$ cat src/rtl/draw_pair_writer_if.sv
// Bundle of control, pair-handshake and RAM write-port signals for draw_pair_writer.
// Latency: none (pure wiring).
// Backpressure: in_valid/in_ready; in_ready is driven by the slave side.
interface draw_pair_writer_if #(
  parameter int DW = 8
);
  logic          start;
  logic [DW-1:0] color;
  logic          in_valid;
  logic          in_ready;
  logic [13:0]   in_addr_a;
  logic [13:0]   in_addr_b;
  logic          ram_we_a;
  logic          ram_we_b;
  logic [13:0]   ram_addr_a;
  logic [13:0]   ram_addr_b;
  logic [DW-1:0] ram_din_a;
  logic [DW-1:0] ram_din_b;
  logic [10:0]   pair_count;
  logic          done;
  logic          err;

  // Producer of start/color/address pairs; consumer of RAM writes and status.
  modport master (
    output start, color, in_valid, in_addr_a, in_addr_b,
    input  in_ready, ram_we_a, ram_we_b, ram_addr_a, ram_addr_b,
    input  ram_din_a, ram_din_b, pair_count, done, err
  );

  // The fill writer itself.
  modport slave (
    input  start, color, in_valid, in_addr_a, in_addr_b,
    output in_ready, ram_we_a, ram_we_b, ram_addr_a, ram_addr_b,
    output ram_din_a, ram_din_b, pair_count, done, err
  );
endinterface

$ cat src/rtl/draw_pair_writer.sv
// Fills a dual-port RAM with a latched colour, one even/odd address pair per write.
// Latency: 1 cycle from pair acceptance to the registered write pulse on both ports.
// Backpressure: in_ready high only in RUN; pairs offered in IDLE/DONE are ignored.
module draw_pair_writer #(
  parameter int PAIRS = 1024,
  parameter int DW    = 8
) (
  input logic           clk,
  input logic           reset,
  draw_pair_writer_if.slave bus
);

  typedef enum logic [1:0] {
    IDLE = 2'd0,
    RUN  = 2'd1,
    DONE = 2'd2
  } state_t;

  localparam logic [10:0] LAST_CNT = 11'(PAIRS - 1);

  state_t        r_state;
  state_t        w_state_nxt;
  logic          w_in_ready;
  logic          w_accept;
  logic          w_good;
  logic          w_wr;
  logic          w_start_acc;
  logic [13:0]   w_addr_a_inc;

  logic          r_we;
  logic [13:0]   r_addr_a;
  logic [13:0]   r_addr_b;
  logic [DW-1:0] r_din;
  logic [DW-1:0] r_color;
  logic [10:0]   r_pair_count;
  logic          r_done;
  logic          r_err;

  // Pair qualification: a pair is good only when a is even and b is exactly a+1.
  assign w_addr_a_inc = bus.in_addr_a + 14'd1;
  assign w_good       = ~bus.in_addr_a[0] && (bus.in_addr_b == w_addr_a_inc);
  assign w_accept     = w_in_ready && bus.in_valid;
  assign w_wr         = w_accept && w_good;
  // start is honoured outside RUN only, so a stray pulse mid-run keeps the colour.
  assign w_start_acc  = bus.start && (r_state != RUN);

  // Next-state decode and in_ready, which is the only combinational output.
  always_comb begin
    w_state_nxt = r_state;
    w_in_ready  = 1'b0;
    case (r_state)
      IDLE: begin
        if (bus.start) w_state_nxt = RUN;
      end
      RUN: begin
        w_in_ready = 1'b1;
        if (w_wr && (r_pair_count == LAST_CNT)) w_state_nxt = DONE;
      end
      DONE: begin
        if (bus.start) w_state_nxt = RUN;
      end
      default: w_state_nxt = IDLE;
    endcase
  end

  // State register.
  always_ff @(posedge clk or negedge reset) begin
    if (!reset) r_state <= IDLE;
    else        r_state <= w_state_nxt;
  end

  // RAM write port: one-cycle pulse per good pair; address/data only move on a write.
  always_ff @(posedge clk or negedge reset) begin
    if (!reset) begin
      r_we     <= 1'b0;
      r_addr_a <= '0;
      r_addr_b <= '0;
      r_din    <= '0;
    end else begin
      r_we <= w_wr;
      if (w_wr) begin
        r_addr_a <= bus.in_addr_a;
        r_addr_b <= bus.in_addr_b;
        r_din    <= r_color;
      end
    end
  end

  // Run bookkeeping: colour latch, pair count, sticky error, done flag.
  always_ff @(posedge clk or negedge reset) begin
    if (!reset) begin
      r_color      <= '0;
      r_pair_count <= '0;
      r_err        <= 1'b0;
      r_done       <= 1'b0;
    end else begin
      if (w_start_acc) begin
        r_color      <= bus.color;
        r_pair_count <= '0;
        r_err        <= 1'b0;
      end else begin
        if (w_wr)               r_pair_count <= r_pair_count + 11'd1;
        if (w_accept && !w_good) r_err       <= 1'b1;
      end
      r_done <= (w_state_nxt == DONE);
    end
  end

  assign bus.in_ready   = w_in_ready;
  assign bus.ram_we_a   = r_we;
  assign bus.ram_we_b   = r_we;
  assign bus.ram_addr_a = r_addr_a;
  assign bus.ram_addr_b = r_addr_b;
  assign bus.ram_din_a  = r_din;
  assign bus.ram_din_b  = r_din;
  assign bus.pair_count = r_pair_count;
  assign bus.done       = r_done;
  assign bus.err        = r_err;

endmodule

$ cat src/flat_wrapper.sv
// flat-port wrapper written by rule: the top's interface ports become plain ports
module draw_pair_writer_flat 
#(
  parameter int PAIRS = 1024,
  parameter int DW    = 8
)
  (clk, reset, bus_start, bus_color, bus_in_valid, bus_in_addr_a, bus_in_addr_b, bus_in_ready, bus_ram_we_a, bus_ram_we_b, bus_ram_addr_a, bus_ram_addr_b, bus_ram_din_a, bus_ram_din_b, bus_pair_count, bus_done, bus_err);
  draw_pair_writer_if #(.DW(DW)) bus_i ();
  input logic clk;
  input logic reset;
  input wire logic [$bits(bus_i.start)-1:0] bus_start;
  input wire logic [$bits(bus_i.color)-1:0] bus_color;
  input wire logic [$bits(bus_i.in_valid)-1:0] bus_in_valid;
  input wire logic [$bits(bus_i.in_addr_a)-1:0] bus_in_addr_a;
  input wire logic [$bits(bus_i.in_addr_b)-1:0] bus_in_addr_b;
  output wire logic [$bits(bus_i.in_ready)-1:0] bus_in_ready;
  output wire logic [$bits(bus_i.ram_we_a)-1:0] bus_ram_we_a;
  output wire logic [$bits(bus_i.ram_we_b)-1:0] bus_ram_we_b;
  output wire logic [$bits(bus_i.ram_addr_a)-1:0] bus_ram_addr_a;
  output wire logic [$bits(bus_i.ram_addr_b)-1:0] bus_ram_addr_b;
  output wire logic [$bits(bus_i.ram_din_a)-1:0] bus_ram_din_a;
  output wire logic [$bits(bus_i.ram_din_b)-1:0] bus_ram_din_b;
  output wire logic [$bits(bus_i.pair_count)-1:0] bus_pair_count;
  output wire logic [$bits(bus_i.done)-1:0] bus_done;
  output wire logic [$bits(bus_i.err)-1:0] bus_err;
  assign bus_i.start = bus_start;
  assign bus_i.color = bus_color;
  assign bus_i.in_valid = bus_in_valid;
  assign bus_i.in_addr_a = bus_in_addr_a;
  assign bus_i.in_addr_b = bus_in_addr_b;
  assign bus_in_ready = bus_i.in_ready;
  assign bus_ram_we_a = bus_i.ram_we_a;
  assign bus_ram_we_b = bus_i.ram_we_b;
  assign bus_ram_addr_a = bus_i.ram_addr_a;
  assign bus_ram_addr_b = bus_i.ram_addr_b;
  assign bus_ram_din_a = bus_i.ram_din_a;
  assign bus_ram_din_b = bus_i.ram_din_b;
  assign bus_pair_count = bus_i.pair_count;
  assign bus_done = bus_i.done;
  assign bus_err = bus_i.err;
  draw_pair_writer #(.PAIRS(PAIRS), .DW(DW)) u_core (.clk(clk), .reset(reset), .bus(bus_i));
endmodule
$ cat config.mk
export PLATFORM = sky130hd
export DESIGN_NAME = draw_pair_writer_flat
export DESIGN_NICKNAME = d
export VERILOG_FILES = /design/src/rtl/draw_pair_writer_if.sv /design/src/rtl/draw_pair_writer.sv /design/src/flat_wrapper.sv
export SDC_FILE = /design/constraint.sdc
export NUM_CORES = 1
export LEC_CHECK = 0
export CAP_MARGIN = 10
export CORE_UTILIZATION = 45
export CTS_BUF_LIST = sky130_fd_sc_hd__clkbuf_8 sky130_fd_sc_hd__clkbuf_16
export DETAILED_ROUTE_END_ITERATION = 12
export GPL_ROUTABILITY_DRIVEN = 0
export GPL_TIMING_DRIVEN = 0
export PLACE_DENSITY_LB_ADDON = 0.25
export SYNTH_ARGS = -nofsm -noshare
export SYNTH_HDL_FRONTEND = slang
export SYNTH_SLANG_ARGS = --single-unit
$ cat constraint.sdc
create_clock -name clk -period 4.1 [get_ports clk]
set_input_delay 1.025 -clock clk [delete_from_list [all_inputs] [get_ports clk]]
set_output_delay 1.025 -clock clk [all_outputs]
set_load 0.01 [all_outputs]
==> summary.txt, run 1 <==
Setup path
  • Critical path, cell by cell: clkdlybuf4s50_1 -> ha_1 -> xnor2_1 -> nand2_1 -> nor4b_4 -> nand2_1 -> nor4_4 -> nand3_1 -> buf_2 -> buf_4 -> mux2_1
  • CP Buf/Inv Count: 3
  • CP peak stage delay: roughly 0.47 ns
  • Critical Path Sink Type: flip-flop
  • Startpoint Class: primary input
  • Critical path's slowest cell: clkdlybuf4s50_1
  • Reg2Reg Launch Point: u_core.r_state[1]
  • Top delay family on crit path: simple AND/OR/NAND/NOR gates
  • Most common cell on crit path: nand2_1
  • Worst Setup SP: bus_in_addr_a[0]
  • CP arrival: between 3 and 4 ns
  • Critical path fanouts, max: 10
  • WS Path Type: in2reg
  • CP Data Required Time: between 4 and 5 ns

Floorplan
  • Top Ports: 100
  • Core Footprint: between 6000 and 7000 µm²
  • Die ar.: 7047 µm²
  • FP Rows: 29
  • Die Span X: around 84 µm
  • Chip height: ~84 µm
  • Starting Density: 47.05%

Layout
  • Proportion of layout cells with a drive suffix above 1: 20.00%
  • Design area: ~4300 µm²
  • Nets@finish: approximately 420
  • Synth-to-Final Area Change: 42.40%
  • ANT cells: 0
  • Fill count: just over 500

STA
  • Top achievable clock speed: between 200 and 300 MHz
  • Period utilization: around nine tenths
  • Max-slew violations: 0
  • # setup viols final: 0
  • RSZ-0062 raised after global routing: no
  • Worst-margin pin slew: 0.6996 ns
  • TNS Setup: 0 ns
  • Hold Fails Final Rpt: 0
  • Final Skew: 0.006347 ns
  • Rel. slew slack: a little over half
  • Final min period: between 3 and 4 ns

Clock tree
  • CTS root buffer: clkbuf_8
  • Worst-path clk slew: approximately 0.06 ns
  • TritonCTS clock tree: built
  • Max H-tree Level: 3
  • Clock latency on the worst-skew pair: between 0.3 and 0.4 ns
  • CTS sink cnt: 60
  • Clk buf depth: 2
  • Post-CTS sizing: 0
  • Post-CTS Setup Bufs: 0
  • Post-CTS Hold Fix Bufs: 0
  • TritonCTS Buffers: 9

GRT
  • Overflow after GRT: 0
  • Largest net degree at the start of global routing: 33
  • Vias in the first global route: around 2500
  • Initial antenna violation count: 0
  • First-pass GRT wire length: approximately 12000 µm
  • GRT Resource Usage Total: between 20 and 25%

Routing
  • Residual DRC: 11
  • Routed vias/inst: 5.305
  • Initial DRC count: between 100 and 150
  • Vias: 2451
  • Pre-antenna DRT Iters: 11
  • Detailed Route WL: 6940 µm
  • Post-DRT Antenna Nets: 0
  • Routed len/inst: 15.02 µm

Placed design
  • Hpwl dp: about 5200 µm
  • Port Buffer Count: 96
  • Post-DP Area: 4094 µm²

Synth
  • Post-synthesis sequential area ratio: between 40% and 50%
  • Syn Nets: ~320
  • YS warnings: 0
  • Synth Flop Type: dfrtp_1
  • Synth unique cells: between 40 and 50
  • Number of flops mapped to enable cells by yosys: 0
  • Synthesized flop and latch total: 60
  • FFs w/ async S/R, synth: 100.0%
  • Mapped Cells: roughly 270
  • Mapped Area: between 3000 and 4000 µm²
  • Syn Area/Cell: 11.03 µm²

Hold path
  • Worst min path class: reg2reg
  • Worst hold path startpoint: u_core.bus.ram_addr_b[0]

Pwr
  • Pwr dens: 294.4 nW/µm²
  • Pleak: 2.035 nW
  • Worst vdd ir: roughly 0.23 mV

Outcome
  • Failing checks: DRC
  • Outcome: finished with violations

Flow run
  • Max_cap viols: 0
==> logic make-up after synthesis <==
| logic type | share of synthesized area, % |
|---|---|
| compound gates | 6.294 |
| xor+xnor | 4.017 |
| fa+ha+maj | 0.8280 |
| buf+inv | 5.093 |
| flops | 49.69 |
| mux | 14.70 |
| simple gates | 19.38 |
==> placed cells by master (no fill, tap or decap), types with 2 or more instances in the layout <==
cell type | synthesis | routed
a31oi_1 | 5 | 5
nand2b_1 | 9 | 9
nor2_1 | 9 | 9
mux2_1 | 2 | 2
clkbuf_1 | 2 | 2
o31ai_1 | 3 | 3
inv_1 | 6 | 6
clkdlybuf4s50_1 | 0 | 95
nor3_1 | 4 | 4
and4_1 | 3 | 3
nand2_1 | 42 | 42
a41o_1 | 3 | 3
dfrtp_1 | 60 | 60
and2_1 | 5 | 5
nor4_1 | 2 | 2
ha_1 | 2 | 2
o211ai_1 | 2 | 2
buf_4 | 12 | 12
nor3b_1 | 2 | 2
a31o_2 | 2 | 2
or4_1 | 4 | 4
xor2_1 | 6 | 6
mux2_2 | 33 | 33
xnor2_1 | 6 | 6
nand3_1 | 6 | 6
nand4_1 | 6 | 6
mux2i_1 | 5 | 5
buf_2 | 5 | 6
and4_4 | 2 | 2
a21oi_1 | 6 | 6
or2_2 | 2 | 2
clkbuf_8 | 0 | 13
and3_1 | 3 | 3
==> metrics by stage <==
stage / setup slack (ns) / hold WS, ns / util [%] / cells / power, mW
2_1_floorplan: 0.8492 / 0.4417 / - / 274 / 0.6564
3_3_place_gp: 0.03767 / 0.4494 / 63.51 / 447 / 0.7203
3_5_place_dp: 0.01937 / 0.4581 / 63.74 / 448 / 0.7247
4_1_cts: 0.3727 / 0.4745 / 67.00 / 462 / 1.287
5_1_grt: 0.2214 / 0.5025 / 67.00 / 462 / 1.325
6_report: 0.3806 / 0.4757 / 67.00 / 462 / 1.267
==> report_power, final <==
part | switching (mW) | internal, mW
clock | 0.213 | 0.340
sequential | 0.00216 | 0.597
combinational | 0.0581 | 0.0569
==> routing by layer <==
metal	track usage, %	part of all wire, %	up-vias
met2	34.87	48	80
met5	0	0	-
met1	26.41	44	1178
met3	4.748	5.5	11
met4	12.23	2.0	0
li1	-	-	1182
==> registers in the layout, summed over array words and instances (netlist names) <==
register	cells
u_core.bus.pair_count	11
u_core.bus.ram_addr_a	14
u_core.bus.ram_we_a	1
u_core.bus.done	1
u_core.r_color	8
u_core.bus.err	1
u_core.bus.ram_din_a	8
u_core.bus.ram_addr_b	14
u_core.r_state	2
==> area by class of cell <==
cell class              instances  area [µm²]  share of cell area (%)
well taps                      77       96.34                   2.239
plain buffers                  21       131.4                   3.053
clock buffers                  13       178.9                   4.158
flip-flops and latches         60        1501                   34.89
repair buffers                 97       975.9                   22.68
inverters                       6       22.52                  0.5234
clock inverters                 1       30.03                  0.6979
multi-input cells             187        1366                   31.75
==> synth_stat cells (3+ instances only) <==
cell type  instances  area share, %
dfrtp_1           60             50
nand2_1           42            5.2
mux2_2            33             12
buf_4             12            3.0
nand2b_1           9            1.9
nor2_1             9            1.1
a21oi_1            6           0.99
inv_1              6           0.75
nand3_1            6           0.99
nand4_1            6            1.2
xnor2_1            6            1.7
xor2_1             6            1.7
a31oi_1            5            1.0
and2_1             5            1.0
buf_2              5           0.83
mux2i_1            5            1.7
nor3_1             4           0.66
or4_1              4           0.99
a41o_1             3           0.99
and3_1             3           0.62
and4_1             3           0.87
o31ai_1            3           0.75
==> worst paths after layout <==
kind / to / slack, ns / depth (start not counted)
max in group asynchronous: u_core.bus.pair_count[2] / 2.75 / 2
worst max register to register: u_core.r_state[0] / 1.75 / 8
worst max-delay path: u_core.bus.ram_addr_a[12] / 0.38 / 11
worst min-delay path: u_core.bus.ram_addr_b[0] / 0.48 / 1
min in group asynchronous: u_core.bus.ram_addr_b[2] / 0.74 / 1
worst min register to register: u_core.bus.ram_addr_b[0] / 0.48 / 1
(Power assumes the default switching activity.)
==> inputs of run 2 (changes only) <==
--- a/config.mk
+++ b/config.mk
@@ -11,6 +11,7 @@
 export DETAILED_ROUTE_END_ITERATION = 12
 export GPL_ROUTABILITY_DRIVEN = 0
 export GPL_TIMING_DRIVEN = 0
+export HOLD_SLACK_MARGIN = 0.05
 export PLACE_DENSITY_LB_ADDON = 0.25
 export SYNTH_ARGS = -nofsm -noshare
 export SYNTH_HDL_FRONTEND = slang
==> results of run 2 <==
Final layout, timing and power as in run 1 (identical DEF).
==> inputs of run 3 (changes only) <==
--- a/config.mk
+++ b/config.mk
@@ -6,7 +6,7 @@
 export NUM_CORES = 1
 export LEC_CHECK = 0
 export CAP_MARGIN = 10
-export CORE_UTILIZATION = 45
+export CORE_UTILIZATION = 50
 export CTS_BUF_LIST = sky130_fd_sc_hd__clkbuf_8 sky130_fd_sc_hd__clkbuf_16
 export DETAILED_ROUTE_END_ITERATION = 12
 export GPL_ROUTABILITY_DRIVEN = 0
==> run 3 against run 2 <==
  * Sequential share of layout area grew 0.26 points
  * Final cell count shrank 0.87%
  * The run now ends clean
  * Routed wire length grew 3.7%
==> summary.txt, run 3 (synthesis results as in run 1) <==
Floorplan
  • Die Span X: 79.74 µm (was 83.95 µm)
  • Chip height: 79.74 µm (was 83.95 µm)
  • Starting Density: 53.24% (was 47.05%)
  • Top Ports: 100 (unchanged)
  • Core Footprint: 5675 µm² (was 6422 µm²)
  • FP Rows: 27 (was 29)
  • Die ar.: 6358 µm² (was 7047 µm²)

STA
  • Period utilization: 91.98% (was 90.72%)
  • Final Skew: 0.007649 ns (was 0.006347 ns)
  • Top achievable clock speed: 265.2 MHz (was 268.9 MHz)
  • Setup ws final: 0.3288 ns (was 0.3806 ns)
  • RSZ-0062 raised after global routing: no (unchanged)
  • Final min period: 3.771 ns (was 3.719 ns)
  • Max-slew violations: 0 (unchanged)
  • # setup viols final: 0 (unchanged)
  • TNS Setup: 0 ns (unchanged)
  • Hold Fails Final Rpt: 0 (unchanged)
  • Rel. slew slack: 59.97% (was 53.36%)
  • Worst-margin pin slew: 0.5982 ns (was 0.6996 ns)

Setup path
  • Critical Path Sink Type: flip-flop (unchanged)
  • Startpoint Class: primary input (unchanged)
  • CP Data Required Time: 4.31 ns (about the same)
  • CP arrival: 3.98 ns (was 3.93 ns)
  • WS Path Type: in2reg (unchanged)
  • Critical path fanouts, max: 10 (unchanged)

Routing
  • Pre-antenna DRT Iters: 4 (was 11)
  • Routed len/inst: 15.72 µm (was 15.02 µm)
  • Initial DRC count: 148 (was 102)
  • Vias: 2484 (was 2451)
  • Routed vias/inst: 5.424 (was 5.305)
  • Post-DRT Antenna Nets: 0 (unchanged)
  • Residual DRC: 0 (was 11)
  • Detailed Route WL: 7200 µm (was 6940 µm)

GRT
  • GRT Resource Usage Total: 24.70% (was 21.48%)
  • Overflow after GRT: 0 (unchanged)
  • Largest net degree at the start of global routing: 39 (was 33)
  • Vias in the first global route: 2395 (was 2453)
  • First-pass GRT wire length: 11710 µm (was 11700 µm)
  • Initial antenna violation count: 0 (unchanged)

Layout
  • Leading cell type in the layout, fill and taps excluded: clkdlybuf4s50_1 (unchanged)
  • Design area: 4272 µm² (was 4303 µm²)
  • Proportion of layout cells with a drive suffix above 1: 19.43% (was 20.00%)
  • Synth-to-Final Area Change: 41.37% (was 42.40%)
  • Nets@finish: 424 (unchanged)
  • ANT cells: 0 (unchanged)
  • Commonest non-fill, non-tap cells in the layout: clkdlybuf4s50_1 (95), dfrtp_1 (60), nand2_1 (42) (unchanged)

Hold path
  • Worst min path class: reg2reg (unchanged)

Placed design
  • Port Buffer Count: 96 (unchanged)
  • Place WS: 0.008508 ns (was 0.01937 ns)
  • Post-DP Area: 4088 µm² (was 4094 µm²)
  • Hpwl dp: 5239 µm (was 5164 µm)

Clock tree
  • Clock latency on the worst-skew pair: 0.33 ns (about the same)
  • CTS sink cnt: 60 (unchanged)
  • Post-CTS Hold Fix Bufs: 0 (unchanged)
  • TritonCTS clock tree: built (unchanged)
  • Clk buf depth: 2 (unchanged)
  • Max H-tree Level: 3 (unchanged)
  • Post-CTS sizing: 0 (unchanged)
  • Post-CTS Setup Bufs: 0 (unchanged)
  • TritonCTS Buffers: 9 (unchanged)
  • Worst-path clk slew: 0.06 ns (about the same)
  • CTS root buffer: clkbuf_8 (unchanged)

Outcome
  • Outcome: finished, final reports clean (was finished with violations)

Pwr
  • Worst vdd ir: 0.2483 mV (was 0.2325 mV)
  • Pwr dens: 284.4 nW/µm² (was 294.4 nW/µm²)
  • Pleak: 2.034 nW (was 2.035 nW)

Flow run
  • Max_cap viols: 0 (unchanged)
## run 3: worst max-delay path: stages
cell             delay, ns
clkdlybuf4s50_1       0.47
ha_1                  0.34
xnor2_1               0.17
nand2_1               0.12
nor4b_4               0.30
nand2_1               0.13
nor4_4                0.50
nand3_1               0.15
buf_2                 0.24
buf_4                 0.22
mux2_1                0.32
## run 3: final cells by class
| class | count | area [µm²] |
|---|---|---|
| clock buffers | 10 | 137.6 |
| clock inverters | 5 | 46.29 |
| repair buffers | 97 | 975.9 |
| plain buffers | 21 | 131.4 |
| inverters | 6 | 22.52 |
| fillers | 398 | 1404 |
| well taps | 72 | 90.09 |
| flip-flops and latches | 60 | 1501 |
| multi-input cells | 187 | 1366 |
## run 3: path summary, 6_finish.rpt
kind | startpoint | end | slack [ns] | cells past startpoint
worst min register to register | u_core.bus.ram_addr_b[0] | u_core.bus.ram_addr_b[0] | 0.47 | 1
worst min-delay path | u_core.bus.ram_addr_b[0] | u_core.bus.ram_addr_b[0] | 0.47 | 1
worst max-delay path | bus_in_addr_a[0] | u_core.bus.ram_addr_a[10] | 0.33 | 11
worst max register to register | u_core.r_state[1] | u_core.r_state[0] | 1.74 | 8
min in group asynchronous | reset | u_core.bus.ram_addr_b[0] | 0.67 | 1
max in group asynchronous | reset | u_core.bus.ram_addr_a[2] | 2.83 | 2
## run 3: metrics by stage
step | cells | power [mW] | utilization [%] | hold WS (ns)
finish | 458 | 1.215 | 75.26 | 0.4652
detailed placement | 443 | 0.7245 | 72.02 | 0.4545
global placement | 442 | 0.7194 | 71.76 | 0.4474
floorplan | 274 | 0.6564 | - | 0.4417
global route | 458 | 1.264 | 75.26 | 0.5030
CTS | 458 | 1.225 | 75.26 | 0.4688
## run 3: per-layer routing
metal	wire length (µm)	global-route usage, %	up-vias
li1	-	-	1177
met1	3054	31.26	1196
met2	3506	39.57	96
met3	483	7.200	15
met4	156	10.18	0
met5	0	0	-
## run 3: report_power, final
| part | internal (mW) | switching [mW] |
|---|---|---|
| logic | 0.0569 | 0.0587 |
| clock network | 0.286 | 0.214 |
| registers | 0.597 | 0.00232 |
| total | 0.940 | 0.275 |
